$ cat src/rtl/cpu_defs.sv
// Shared fetch-stage definitions: FSM encodings, exception codes, legal PC window
// and the fetch FIFO entry layout.
package cpu_defs;

    typedef enum logic [1:0] {
        FETCH = 2'd0,
        WAIT  = 2'd1,
        DROP  = 2'd2
    } fetch_state_t;

    localparam logic [4:0] EXC_NONE = 5'd0;
    localparam logic [4:0] EXC_ADEL = 5'd4;

    localparam logic [31:0] PC_DEFAULT = 32'h0000_3000;
    localparam logic [31:0] PC_MAX     = 32'h0000_6FFC;

    typedef struct packed {
        logic [31:0] instr;
        logic [31:0] pc;
        logic [4:0]  exc;
    } fetch_entry_t;

    localparam int ENTRY_W = $bits(fetch_entry_t);

    // Word-aligned and inside the instruction memory window.
    function automatic logic pc_in_range(input logic [31:0] pc);
        return (pc[1:0] == 2'b00) && (pc >= PC_DEFAULT) && (pc <= PC_MAX);
    endfunction

endpackage

$ cat src/rtl/fetch_fifo.sv
// Fetch FIFO: DEPTH entries of {instr, pc, exc}, flush clears it in one cycle.
// Head is forced to zero while empty so decode never sees stale data.
module fetch_fifo
    import cpu_defs::*;
#(
    parameter int DEPTH = 4,
    parameter int CNT_W = 3
) (
    input  logic               clk,
    input  logic               reset,
    input  logic               flush,
    input  logic               push,
    input  fetch_entry_t       push_entry,
    input  logic               pop,
    output fetch_entry_t       head,
    output logic               head_valid,
    output logic [CNT_W-1:0]   count
);

    localparam int PTR_W = $clog2(DEPTH);

    logic [PTR_W-1:0] rd_ptr;
    logic [PTR_W-1:0] wr_ptr;
    fetch_entry_t     mem [DEPTH];
    logic             do_push;
    logic             do_pop;

    // Flush wins over both push and pop.
    assign do_push = push & ~flush;
    assign do_pop  = pop & head_valid & ~flush;

    // NOTE: sequential state uses non-blocking assignments so every register
    // samples pre-edge values regardless of process evaluation order.
    always_ff @(posedge clk or negedge reset) begin
        if (!reset) begin
            rd_ptr <= '0;
            wr_ptr <= '0;
            count  <= '0;
        end else if (flush) begin
            rd_ptr <= '0;
            wr_ptr <= '0;
            count  <= '0;
        end else begin
            if (do_push) wr_ptr <= wr_ptr + PTR_W'(1);
            if (do_pop)  rd_ptr <= rd_ptr + PTR_W'(1);
            count <= count + CNT_W'(do_push) - CNT_W'(do_pop);
        end
    end

    // NOTE: storage has no reset; contents are only observable through head,
    // which is qualified by count, so a reset here would only cost area.
    always_ff @(posedge clk) begin
        if (do_push) mem[wr_ptr] <= push_entry;
    end

    assign head_valid = (count != '0);
    assign head       = head_valid ? mem[rd_ptr] : '0;

endmodule

$ cat src/rtl/fetch_buffer.sv
// Instruction-fetch stage: one outstanding imem request, PC enable control and a
// tagged FIFO toward decode. Define FETCH_ADDR_CHECK_EN to raise AdEL on bad PCs.
module fetch_buffer
    import cpu_defs::*;
#(
    parameter int DEPTH = 4,
    parameter int CNT_W = 3
) (
    input  logic             clk,
    input  logic             reset,
    input  logic [31:0]      pc_i,
    output logic             pc_en_o,
    input  logic             flush_i,
    output logic             imem_req_o,
    output logic [31:0]      imem_addr_o,
    input  logic             imem_gnt_i,
    input  logic             imem_rvalid_i,
    input  logic [31:0]      imem_rdata_i,
    output logic             id_valid_o,
    input  logic             id_ready_i,
    output logic [31:0]      id_instr_o,
    output logic [31:0]      id_pc_o,
    output logic [4:0]       id_exc_o,
    output logic [CNT_W-1:0] count_o
);

    fetch_state_t state;
    fetch_state_t state_nxt;
    logic [31:0]  pc_q;
    logic [CNT_W:0] occupancy;
    logic         space;
    logic         addr_bad;
    logic         can_issue;
    logic         grant;
    logic         exc_push;
    logic         rsp_push;
    fetch_entry_t push_entry;
    fetch_entry_t head;

    // An outstanding request reserves a slot, so a response can never hit a full FIFO.
    assign occupancy = {1'b0, count_o} + (CNT_W+1)'(state != FETCH);
    assign space     = occupancy < (CNT_W+1)'(DEPTH);

`ifdef FETCH_ADDR_CHECK_EN
    assign addr_bad = !pc_in_range(pc_i);
`else
    assign addr_bad = 1'b0;
`endif

    assign can_issue   = reset & (state == FETCH) & space & ~flush_i;
    assign imem_req_o  = can_issue & ~addr_bad;
    assign imem_addr_o = pc_i;
    assign grant       = imem_req_o & imem_gnt_i;
    assign exc_push    = can_issue & addr_bad;
    assign pc_en_o     = reset & (grant | flush_i | exc_push);
    assign rsp_push    = (state == WAIT) & imem_rvalid_i & ~flush_i;

    // NOTE: every always_comb output gets a default first, so no path can
    // leave it unassigned and infer a latch.
    always_comb begin
        push_entry = '{instr: imem_rdata_i, pc: pc_q, exc: EXC_NONE};
        if (exc_push) push_entry = '{instr: 32'h0, pc: pc_i, exc: EXC_ADEL};
    end

    always_comb begin
        state_nxt = state;
        unique case (state)
            FETCH: if (grant) state_nxt = WAIT;
            WAIT: begin
                if (imem_rvalid_i)  state_nxt = FETCH;
                else if (flush_i)   state_nxt = DROP;
            end
            DROP:  if (imem_rvalid_i) state_nxt = FETCH;
            default: state_nxt = FETCH;
        endcase
    end

    always_ff @(posedge clk or negedge reset) begin
        if (!reset) begin
            state <= FETCH;
            pc_q  <= '0;
        end else begin
            state <= state_nxt;
            if (grant) pc_q <= pc_i;
        end
    end

    fetch_fifo #(
        .DEPTH (DEPTH),
        .CNT_W (CNT_W)
    ) u_fifo (
        .clk        (clk),
        .reset      (reset),
        .flush      (flush_i),
        .push       (rsp_push | exc_push),
        .push_entry (push_entry),
        .pop        (id_valid_o & id_ready_i),
        .head       (head),
        .head_valid (id_valid_o),
        .count      (count_o)
    );

    assign id_instr_o = head.instr;
    assign id_pc_o    = head.pc;
    assign id_exc_o   = head.exc;

endmodule

$ cat config.mk
export PLATFORM = sky130hd
export DESIGN_NAME = fetch_buffer
export DESIGN_NICKNAME = d
export VERILOG_FILES = /design/src/rtl/cpu_defs.sv /design/src/rtl/fetch_fifo.sv /design/src/rtl/fetch_buffer.sv
export SDC_FILE = /design/constraint.sdc
export NUM_CORES = 1
export LEC_CHECK = 0
export ABC_AREA = 1
export CORE_MARGIN = 2
export CORE_UTILIZATION = 44
export CTS_BUF_LIST = sky130_fd_sc_hd__clkbuf_8
export DETAILED_ROUTE_END_ITERATION = 12
export GPL_TIMING_DRIVEN = 1
export HOLD_SLACK_MARGIN = 0.15
export PLACE_DENSITY = 0.64
export SYNTH_ARGS = -nofsm -noshare
export SYNTH_HDL_FRONTEND = slang
export SYNTH_SLANG_ARGS = --single-unit
export TNS_END_PERCENT = 30
$ cat constraint.sdc
create_clock -name clk -period 7.4 [get_ports clk]
set_input_delay 0.74 -clock clk [delete_from_list [all_inputs] [get_ports clk]]
set_output_delay 0.74 -clock clk [all_outputs]
set_load 0.01 [all_outputs]
==> summary.md <==
| Metric | Value |
|---|---|
| Status | `completed` |
| Die Area | `29300 um^2` |
| FF-to-FF Start | `state[0]` |
| I/O Buffers | `171` |
| Clock Tree Buf Depth | `3` |
| Crit Path Max Fanout | `72` |
| Area Growth Syn to Fin | `20.9%` |
| Yosys cell types | `26` |
| CTS tree | `built` |
| Unrepaired setup endpoints after global routing | `false` |
| Row cnt | `61` |
| Root Driver | `clkbuf_8` |
| Reg2reg setup slack | `4.63 ns` |
| DR pass1 iterations | `5` |
| Maxcap violations | `0` |
| Clock Skews | `0.0304 ns` |
| Fmax | `0.225 GHz` |
| Total wire length | `26.0 mm` |
| Routed vias/inst | `4.88` |
| Antenna violations before repair | `0` |
| Final min period | `4.45 ns` |
| Ratio of final minimum period to clock period | `0.602` |
| Worst skew pair latency | `0.55 ns` |
| Die H | `171 um` |
| Top cell type's share of synthesized area | `0.625` |
| Gpl congestion | `0.732` |
| Worst Hold Class | `in -> async` |
| Main combinational cell family by area after synthesis | `simple AND/OR/NAND/NOR gates` |
| Syn Area/Cell | `11.4 um^2` |
| Core area | `27600 um^2` |
| Final Setup Violations | `0` |
| Vias | `7928` |
| Grt ovf | `0` |
| Simple-Gate Fraction of Synth Area | `0.167` |
| Setup Buffers After CTS | `0` |
| RR Endpoint | `u_fifo.mem[2][60]` |
| Synth Area in Compound Gates | `0.0539` |
| First-pass GRT wire length | `40.6 mm` |
| Gr usage total | `0.180` |
| Rel. slew slack | `0.253` |
| Wire per inst | `16.0 um` |
| Synth Instances | `1076` |
| Post-DRT Antenna Nets | `0` |
| PD cells | `306 nW/um^2` |
| Synth Cell Area | `12300 um^2` |
| Layout cells sized above 1 | `0.0689` |
| ANT cells | `0` |
| Largest net degree at the start of global routing | `105` |
| Largest area contributor in the netlist | `edfxtp_1` |
| Yosys reg bits | `297` |
| CTS Buf Count | `47` |
| CTS Sinks | `297` |
| CP Class | `reg -> out` |
| Worst hold slack | `0.275 ns` |
| Fin. max-slew vios | `0` |
| Leakage power | `5.72 nW` |
| Worst Reg-to-Reg Cells | `7` |
| DRC Markers | `0` |
| Top post-synthesis cells by area | `edfxtp_1, nand2_1, dfrtp_1, nor2_1, buf_4` |
| Crit start category | `register` |
| YS warnings | `0` |
| Critical Path RT | `6.66 ns` |
| H-Tree Depth | `2` |
| Dpl hpwl | `14.2 mm` |
| Xor/xnor cell area share of the yosys netlist | `0.000712` |
| Pin slew with the least headroom to its limit | `1.12 ns` |
| CP endpoint kind | `primary output` |
| Final hold vios | `0` |
| Fraction of synthesized area in multiplexers | `0` |
| Worst EP arrival | `3.71 ns` |
| CTS resizes | `0` |
| Setup TNS | `0 ns` |
| Hold Buf Count CTS | `0` |
| Fin nets | `1290` |
| Die W | `171 um` |
| CTS clk-pin slew, worst paths | `0.06 ns` |
| Vias in the first global route | `7764` |
| Worst vdd ir | `0.000140 V` |
| Starting density of the core | `0.445` |
| Sequential fraction of the synthesis area | `0.708` |
| I/O pin count | `177` |
| Iteration-0 DRC Markers | `593` |
| Synth Area in Adders | `0.00874` |
[area by class of cell]
cell class / instances / area [um^2]
Sequential cell: 297 / 8720
Clock buffer: 51 / 702
Timing Repair Buffer: 183 / 1800
Inverter: 23 / 91.3
Clock inverter: 34 / 213
Fill cell: 2418 / 12800
Tap cell: 378 / 473
Multi-Input combinational cell: 660 / 2880
[cells in the mapped netlist]
library cell,number
nand2_1,331
edfxtp_1,256
nor2_1,141
a21oi_1,65
o21ai_0,61
buf_4,55
dfrtp_1,41
nand4_1,35
buf_2,30
inv_1,19
clkbuf_1,11
ha_1,7
o21ai_1,5
inv_2,3
nand3_1,3
buf_8,2
nor2_2,2
buf_12,1
buf_6,1
conb_1,1
fa_1,1
inv_4,1
nand4_4,1
nor3_4,1
o31ai_1,1
xor2_1,1
[metal layers]
metal | vias up | global-route usage | part of all wire
met5 | - | 0 | 0
met4 | 0 | 0.0549 | 0.020
met3 | 42 | 0.0384 | 0.066
met2 | 240 | 0.304 | 0.49
met1 | 3753 | 0.233 | 0.42
li1 | 3893 | - | -
[cell usage in the layout (no fill, tap or decap)]
cell and instances:
dfrtp_1 40, xor2_1 1, nand4_4 1, o21ai_1 5, edfxtp_1 256, inv_2 3, clkinv_2 5, conb_1 5
nand4_1 35, nor2_1 137, nor2_2 2, clkbuf_8 51, bufinv_16 3, nand3_1 3, o31ai_1 1, inv_1 31
buf_4 12, fa_1 1, dfrtp_4 1, nand2_1 331, clkdlybuf4s50_1 170, clkinv_1 13, nor2_4 4, inv_4 2
nor3_4 1, ha_1 7, buf_2 1, o21ai_0 61, a21oi_1 65
[metrics by stage]
stage | utilization | instance area, um^2 | cells | setup slack [ns] | total power, mW
6_report | 0.538 | 14900 | 1626 | 2.95 | 4.54
5_1_grt | 0.538 | 14900 | 1626 | 2.67 | 4.80
4_1_cts | 0.538 | 14900 | 1626 | 2.88 | 4.60
3_5_place_dp | 0.505 | 14000 | 1541 | 3.49 | 3.25
3_3_place_gp | 0.505 | 14000 | 1541 | 3.50 | 3.23
2_1_floorplan | - | 12300 | 1080 | 3.08 | 2.80
[flip-flops by register name (all words and copies together), names as in the netlist]
signal and flops:
pc_q 32, state 2, u_fifo.count 3, u_fifo.mem 256, u_fifo.rd_ptr 2, u_fifo.wr_ptr 2
[critical path, cell delays in order (launching register included)]
cell	delay, ns
dfrtp_4	0.74
inv_4	0.56
buf_4	0.68
nand2_1	0.10
nand2_1	0.08
nand2_1	0.05
a21oi_1	0.28
clkdlybuf4s50_1	0.58
[worst max path at each step]
stage	startpoint	to	slack [ns]
global placement	u_fifo.rd_ptr[0]	id_pc_o[28]	3.50
CTS	u_fifo.rd_ptr[0]	id_pc_o[28]	2.88
floorplan	flush_i	u_fifo.mem[0][0]	3.08
detailed placement	u_fifo.rd_ptr[0]	id_pc_o[28]	3.49
finish	u_fifo.rd_ptr[0]	id_pc_o[28]	2.95
global route	u_fifo.rd_ptr[0]	id_pc_o[30]	2.67
[report_power, final]
group          internal, mW  switching, mW  leakage [nW]
registers              2.02          0.156          2.84
logic                 0.427          0.600          2.37
clock network         0.737          0.607         0.518
[cells by family after synthesis]
kind of cell,count (synthesis)
compound gates,132
xor+xnor,1
fa+ha+maj,8
buf+inv,123
flops,297
other cells,1
simple gates,514
No activity file was read; power rests on OpenSTA's default activity.
